`src/rtl/record_fifo_pkg.sv`:
```
// Shared types and parameter helpers for record_fifo.
package record_fifo_pkg;

  // Width of the rejected-write counter.
  typedef logic [15:0] drop_count_t;

  localparam drop_count_t DROP_COUNT_MAX = 16'hFFFF;

  // True when v is a nonzero power of two.
  function automatic bit is_pow2(input int unsigned v);
    return (v != 0) && ((v & (v - 1)) == 0);
  endfunction

endpackage

```
`src/rtl/record_fifo_mem.sv`:
```
// Storage array for record_fifo. Words are written one at a time at a
// word index. Reads return one whole record, selected by record index,
// with word 0 in the LSBs.
module record_fifo_mem
  import record_fifo_pkg::*;
#(
  parameter int WordSize    = 8,
  parameter int RecordWords = 16,
  parameter int Depth       = 8
) (
  input  logic                                         clk,
  input  logic                                         we,
  input  logic [$clog2(Depth*RecordWords)-1:0]         waddr,
  input  logic [WordSize-1:0]                          wdata,
  input  logic [$clog2(Depth)-1:0]                     raddr,
  output logic [WordSize*RecordWords-1:0]              rdata
);

  localparam int LOG_RW = $clog2(RecordWords);
  localparam int CAP    = Depth * RecordWords;

  logic [WordSize-1:0] mem_q [CAP];

  // Word-granular write port; storage is not reset.
  always_ff @(posedge clk) begin
    if (we) begin
      mem_q[waddr] <= wdata;
    end
  end

  // Gather the words of the addressed record into one wide bus.
  always_comb begin
    rdata = '0;
    for (int r = 0; r < RecordWords; r++) begin
      rdata[r*WordSize +: WordSize] = mem_q[{raddr, LOG_RW'(r)}];
    end
  end

endmodule

```
`src/rtl/record_fifo.sv`:
```
// record_fifo: assembles WordSize-bit words into RecordWords-word records
// and hands complete records out through a registered valid/ready stage.
// Optional feature: define RECORD_FIFO_DROP_COUNT_EN to build the
// saturating counter of rejected writes; otherwise drop_count is 0.
module record_fifo
  import record_fifo_pkg::*;
#(
  parameter int WordSize          = 8,
  parameter int RecordWords       = 16,
  parameter int Depth             = 8,
  parameter int AlmostFullRecords = Depth - 1
) (
  input  logic                               clk,
  input  logic                               rst,
  input  logic                               in_valid,
  input  logic [WordSize-1:0]                in_data,
  input  logic                               in_abort,
  output logic                               in_ready,
  output logic                               out_valid,
  input  logic                               out_ready,
  output logic [WordSize*RecordWords-1:0]    out_data,
  output logic [$clog2(Depth):0]             records,
  output logic [$clog2(RecordWords)-1:0]     partial_words,
  output logic                               almost_full,
  output drop_count_t                        drop_count
);

  localparam int LOG_RW  = $clog2(RecordWords);
  localparam int LOG_D   = $clog2(Depth);
  localparam int LOG_CAP = LOG_RW + LOG_D;
  localparam int CAP     = Depth * RecordWords;
  localparam int PW      = LOG_CAP + 1;  // word pointer incl. wrap bit
  localparam int RPW     = LOG_D + 1;    // record pointer incl. wrap bit

  if (!is_pow2(RecordWords) || RecordWords < 2) begin : g_bad_record_words
    $error("record_fifo: RecordWords must be a power of 2 and >= 2");
  end
  if (!is_pow2(Depth) || Depth < 2) begin : g_bad_depth
    $error("record_fifo: Depth must be a power of 2 and >= 2");
  end

  logic [PW-1:0]                   wptr_q, wptr_d;
  logic [RPW-1:0]                  rptr_q, rptr_d;
  logic                            out_valid_q, out_valid_d;
  logic [WordSize*RecordWords-1:0] out_data_q, out_data_d;
  logic [PW-1:0]                   used_words;
  logic [RPW-1:0]                  rec_count;
  logic [WordSize*RecordWords-1:0] rd_record;
  logic                            wr_en;
  logic                            pop;

  // Occupancy derives purely from the pointer registers, so in_ready has
  // no combinational dependence on in_valid or out_ready. Partial words
  // count against capacity; records only count once their last word lands.
  assign used_words    = wptr_q - {rptr_q, {LOG_RW{1'b0}}};
  assign rec_count     = wptr_q[PW-1:LOG_RW] - rptr_q;
  assign in_ready      = (used_words < PW'(CAP));
  assign records       = rec_count;
  assign partial_words = wptr_q[LOG_RW-1:0];
  assign almost_full   = (rec_count >= RPW'(AlmostFullRecords));
  assign out_valid     = out_valid_q;
  assign out_data      = out_data_q;

  assign wr_en = in_valid && in_ready && !in_abort;
  assign pop   = (rec_count != '0) && (!out_valid_q || out_ready);

  record_fifo_mem #(
    .WordSize   (WordSize),
    .RecordWords(RecordWords),
    .Depth      (Depth)
  ) u_mem (
    .clk  (clk),
    .we   (wr_en),
    .waddr(wptr_q[LOG_CAP-1:0]),
    .wdata(in_data),
    .raddr(rptr_q[LOG_D-1:0]),
    .rdata(rd_record)
  );

  // Pointer and output-register next state. Abort rewinds the write
  // pointer to the record boundary and discards any word offered with it.
  always_comb begin
    wptr_d      = wptr_q;
    rptr_d      = rptr_q;
    out_valid_d = out_valid_q;
    out_data_d  = out_data_q;
    if (in_abort) begin
      wptr_d = {wptr_q[PW-1:LOG_RW], {LOG_RW{1'b0}}};
    end else if (wr_en) begin
      wptr_d = wptr_q + PW'(1);
    end
    if (pop) begin
      rptr_d      = rptr_q + RPW'(1);
      out_valid_d = 1'b1;
      out_data_d  = rd_record;
    end else if (out_valid_q && out_ready) begin
      out_valid_d = 1'b0;
    end
  end

  // Pointer and output-register state.
  always_ff @(posedge clk) begin
    if (rst) begin
      wptr_q      <= '0;
      rptr_q      <= '0;
      out_valid_q <= 1'b0;
      out_data_q  <= '0;
    end else begin
      wptr_q      <= wptr_d;
      rptr_q      <= rptr_d;
      out_valid_q <= out_valid_d;
      out_data_q  <= out_data_d;
    end
  end

`ifdef RECORD_FIFO_DROP_COUNT_EN
  drop_count_t drop_q, drop_d;

  // Count cycles where a word is offered but refused; abort cycles are
  // intentional discards, not drops. Saturates instead of wrapping.
  always_comb begin
    drop_d = drop_q;
    if (in_valid && !in_ready && !in_abort && (drop_q != DROP_COUNT_MAX)) begin
      drop_d = drop_q + drop_count_t'(1);
    end
  end

  // Drop counter register; cleared only by reset.
  always_ff @(posedge clk) begin
    if (rst) begin
      drop_q <= '0;
    end else begin
      drop_q <= drop_d;
    end
  end

  assign drop_count = drop_q;
`else
  assign drop_count = '0;
`endif

endmodule

```
`config.mk`:
```
export PLATFORM = sky130hd
export DESIGN_NAME = record_fifo
export DESIGN_NICKNAME = d
export VERILOG_FILES = /design/src/rtl/record_fifo_pkg.sv /design/src/rtl/record_fifo_mem.sv /design/src/rtl/record_fifo.sv
export SDC_FILE = /design/constraint.sdc
export NUM_CORES = 1
export LEC_CHECK = 0
export CAP_MARGIN = 0
export CORE_ASPECT_RATIO = 0.6
export CORE_MARGIN = 2
export CORE_UTILIZATION = 45
export CTS_CLUSTER_SIZE = 14
export DETAILED_ROUTE_END_ITERATION = 8
export SYNTH_ARGS = -nofsm -noshare
export SYNTH_HDL_FRONTEND = slang
export SYNTH_SLANG_ARGS = --single-unit
```
`constraint.sdc`:
```
create_clock -name clk -period 4.1 [get_ports clk]
set_clock_uncertainty 0.05 [all_clocks]
set_input_delay 0.82 -clock clk [delete_from_list [all_inputs] [get_ports clk]]
set_output_delay 0.82 -clock clk [all_outputs]
set_load 0.01 [all_outputs]
```
* After elaboration in Yosys (flattened, before gate mapping) *
Memories as Yosys holds them, arrays and structs flattened. A register that Yosys moved wholly into a read port is not among the register bits.
Cells that the tools add are included.

word-level totals
  bits in registers = 13
  RAM bits = 1024
  input port bits = 13
  output and inout bits = 155
  word-level logic and storage cells = 27
  memories = 1

memories
  name         words  width  rd ports  clocked after memory_dff  write ports  RTL line               text
  u_mem.mem_q  128    8      16        16                        1            record_fifo_mem.sv:22  logic [WordSize-1:0] mem_q [CAP];

operators by class
  add/sub/neg operators = 4
  magnitude comparators = 2
  mux-type cells = 4
  bitwise logic cells = 1
  reductions and logical operators = 11

operators with widths
  cell                                                                count
  adder 8 x 1 -> 8 bit (second input constant)                        1
  < comparator 8 bit (second input constant)                          1
  subtractor 8 bit                                                    1
  adder 4 x 1 -> 4 bit (second input constant)                        1
  greater-or-equal comparator 4 x 3 -> 1 bit (second input constant)  1
  logical AND 1 bit                                                   4
  two-way mux 1 bit                                                   4
  nonzero test 4 bit                                                  1
  subtractor 4 bit                                                    1
  logical NOT 1 bit                                                   2
  AND reduction 2 bit                                                 1
  nonzero test 2 bit                                                  1
  OR reduction 2 bit                                                  1
  logical OR 1 bit                                                    1
  inverter 1 bit                                                      1

* Longest topological paths before layout *
  depth in word-level cells = 6
  gate-level depth with buffers = 12
  depth with buffers taken out = 7

* Cells and area by module *
A second synthesis with hierarchy kept.

second synthesis, totals
  cell total of the unflattened synthesis = 2359
  area, all modules = 46583.4 µm²

modules (own cells, without submodules)
  module           instances  cells an instance  area an instance (µm²)
  record_fifo_mem  1          1669               39806.9
  record_fifo      1          690                6776.5

* Worst setup path before layout *
OpenSTA, ideal clock, no wires.

  kind = reg2reg
  from = reg rptr_q[2]
  to = mem u_mem.mem_q[103][0] (enable)
  library setup time = 0.370 ns
  arrival = 2.899 ns
  data required time = 3.680 ns
  path slack = 0.781 ns
  cell stages (with the launch flop) = 11
  path buffers = 4
  clock period less this slack = 3.319 ns
  cell sequence = dfxtp_1 buf_2 clkbuf_1 buf_2 inv_1 ha_1 and3b_1 nor4_2 o21ai_1 clkbuf_1 nor2_1

between the ends
  cells in the longest elaborated chain, start to end = 6

RTL lines
  what                                     RTL line               text
  start: declaration                       record_fifo.sv:43      logic [RPW-1:0] rptr_q, rptr_d;
  start signal: assignment                 record_fifo.sv:110     rptr_q <= rptr_d;
  subtractor 8 bit                         record_fifo.sv:55      assign used_words = wptr_q - {rptr_q, {LOG_RW{1'b0}}};
  < comparator 8 bit                       record_fifo.sv:57      assign in_ready = (used_words < PW'(CAP));
  logical AND 1 bit (2 in series)          record_fifo.sv:64      assign wr_en = in_valid && in_ready && !in_abort;
  two-way mux 1 bit                        record_fifo_mem.sv:26  if (we) begin
  two-way mux 1 bit (implied by the code)  record_fifo_mem.sv:27  mem_q[waddr] <= wdata;
  end: declaration                         record_fifo_mem.sv:22

No other way between the ends.

* Worst setup path in the final report *
  from = reg wptr_q[5]
  to = out records[3]

between the ends
  cells in the longest elaborated chain, start to end = 1

RTL lines
  what                      RTL line            text
  start: declaration        record_fifo.sv:42   logic [PW-1:0] wptr_q, wptr_d;
  start signal: assignment  record_fifo.sv:109  wptr_q <= wptr_d;
  subtractor 4 bit          record_fifo.sv:56   assign rec_count = wptr_q[PW-1:LOG_RW] - rptr_q;
  end: declaration          record_fifo.sv:22   output logic [$clog2(Depth):0] records,

No other way between the ends.

==> results.cfg <==
[yosys]
syn_area_mm2 = 0.04536
synth-seq-cells = 1165
synth_edf_count = 1024
synth_seq_area_share = 0.7401
synthCells = 2336
async_flop_share = 0
yosys_warnings = 0
synth_cell_type_count = 45
yosys.area.top_type = edfxtp_1
avgSynthCellArea_um2 = 19.42
synthFlopType = edfxtp_1
yosys-top-cells-area = edfxtp_1, mux4_2, dfxtp_1
synth.top_cell.area_share = 0.6779

[global_route]
grt_max_degree = 196
grt_antenna_before_repair = 5
grt_pass1_vias = 22880
grt_overflow = 0
grt_usage = 0.2021
grt_pass1_wl_um = 153800

[route]
wl_um = 103800
vias_per_cell = 5.610
drt-initial-drc-count = 2346
final_antenna_net_count = 0
route.detailed.drc = 0
drt_first_pass_iters = 5
wl_per_cell_um = 25.74
dr_total_vias = 22610

[timing]
setup-tns-final_ns = 0
rsz0062_at_grt = false
fmax_mhz = 253.6
worst_slack_ns = 0.1561
finalHoldViolations = 0
worst_hold_slack_ns = 0.5186
slew_viol_final = 0
setup_viol = 0
fin_crit_sh = 0.9619
period_needed_ns = 3.944
worst_slew_pin_slew_ns = 1.313
relSlewSlack = 0.1247

[worst_hold_path]
hold_path.class = register to register

[setup_path]
cp_num_buf_inv = 3
start_kind = register
path_depth = 7
slowest_delay_ns = 0.66
critPathLaunch = wptr_q[5]$_SDFFE_PP0P_
reg2reg_depth = 6
critPathCapture = records[3]
cp.required_ns = 3.23
r2r_start = rptr_q[2]$_SDFFE_PP0P_
crit_chain = ha_1, and3b_1, nor3_2, buf_4, nor2_1, inv_1, clkdlybuf4s50_1
endpoint_kind = primary output
worstReg2RegEnd = out_data[69]$_SDFFE_PP0P_
path_class = register to primary output
worstPathMaxFanout = 11
cp_top_family = buffers and inverters
arrival_ns = 3.07
critPathSlowestCell = clkdlybuf4s50_1
r2r_slack_ns = 0.71

[placement]
port_buffers = 151
routabilityCongestion = 0.8155
dp_cells = 3836
hpwl_um = 61460
place_ws_ns = 0.5512

[die]
die_area_mm2 = 0.1034
core_area_mm2 = 0.1002
initial_utilization = 0.4526
rows = 90
die_h_um = 249.9
io_pins = 168
die_x_um = 413.9

[finish]
finalNonFillerCells = 4031
fin_nets = 2629
final_common_cell = edfxtp_1
mostFrequentLayoutCells = edfxtp_1, nor2_1, mux4_2
layout-drive-gt1-share = 0.2619
syn2layout_area_growth_pct = 16.15

[cts]
cts.sinks = 1165
root_buffer = clkbuf_16
path_clk_slew_ns = 0.07
h-tree-depth = 3
max-clock-path-buffers = 3
cts_tree = yes
worstSkewPairLatency_ns = 0.69
cts_setup_buffers = 0
cts_buffers = 106

[power_and_ir_drop]
p_per_area_mw_per_mm2 = 604.1
static-leakage-power_nw = 16.90
max-vdd-ir-drop_v = 0.0005993

[run_status]
status = finished clean

[run]
drv_cap = 0
==> metrics by stage <==
step,instance area [um^2],power (mW),util
4_1_cts,52670,32.28,0.5256
2_1_floorplan,45420,19.35,-
5_1_grt,52690,33.17,0.5257
6_report,52690,31.83,0.5257
3_5_place_dp,49200,22.33,0.4909
3_3_place_gp,49200,22.26,0.4909
==> logic make-up after synthesis <==
group	synth area share
other	0.00008267
DFF	0.7401
xor gates and xnor gates	0.0005793
and+or+nand+nor	0.04675
buffers and inverters	0.01677
AOI/OAI and AO/OA	0.004661
muxes	0.1892
adders and majority gates	0.001820
==> synth_stat cells, types with 4 or more instances <==
cell	number
dfxtp_1	141
nand2_1	18
mux4_2	256
clkbuf_1	74
mux2i_1	132
nand3_1	6
mux2_2	131
ha_1	5
buf_1	7
edfxtp_1	1024
buf_6	4
buf_2	41
buf_4	23
nor2_1	269
nor2b_1	136
o21ai_1	4
nand2b_1	6
a21oi_1	6
inv_1	9
o2111ai_1	4
==> area by class of cell <==
type | instances | area (um^2)
Fill cell | 7836 | 47530
Sequential cell | 1165 | 33580
Multi-Input combinational cell | 1028 | 11130
Clock buffer | 139 | 2934
Timing Repair Buffer | 300 | 2806
Tap cell | 1334 | 1669
Clock inverter | 55 | 530.5
Inverter | 9 | 33.78
Antenna cell | 1 | 2.502
==> sequential cells by signal, summed over array words and instances, names as in the netlist <==
name,flops
rptr_q,4
out_valid,1
wptr_q,8
u_mem.mem_q,1024
out_data,128
==> layer usage <==
layer,track usage,up-vias,part of all wire
met4,0.04565,0,0.018
met3,0.03839,140,0.064
li1,-,9731,-
met1,0.3129,11970,0.47
met2,0.2973,774,0.45
met5,0,-,0
==> worst reg2reg max path, delay by kind of cell (launching register included) <==
family | cells | cell delay, ns
and+or+nand+nor | 1 | 0.08
DFF | 1 | 0.36
buffers and inverters | 2 | 1.75
muxes | 3 | 1.05
==> worst min-delay path by stage <==
| stage | start | to | cells after the start |
|---|---|---|---|
| CTS | wptr_q[3]$_SDFFE_PP0P_ | wptr_q[3]$_SDFFE_PP0P_ | 2 |
| floorplan | wptr_q[1]$_SDFFE_PP0P_ | wptr_q[1]$_SDFFE_PP0P_ | 2 |
| finish | wptr_q[1]$_SDFFE_PP0P_ | wptr_q[1]$_SDFFE_PP0P_ | 2 |
| detailed placement | wptr_q[3]$_SDFFE_PP0P_ | wptr_q[3]$_SDFFE_PP0P_ | 2 |
| global route | wptr_q[3]$_SDFFE_PP0P_ | wptr_q[3]$_SDFFE_PP0P_ | 2 |
| global placement | wptr_q[1]$_SDFFE_PP0P_ | wptr_q[1]$_SDFFE_PP0P_ | 2 |
==> power breakdown <==
part	leakage [nW]	internal, mW	switching (mW)
clock network	1.70	5.71	4.22
logic	4.83	4.24	3.82
registers	10.4	13.5	0.325
total	16.9	23.5	8.37
==> repair_timing <==
item | 4_1_cts | 5_1_grt
setup endpoints to repair | 1 | 3
pin swaps | 0 | 0
gates resized for setup | 1 | 3
hold buffers | 0 | 0
Note: power is estimated with default switching activity, not from simulation.
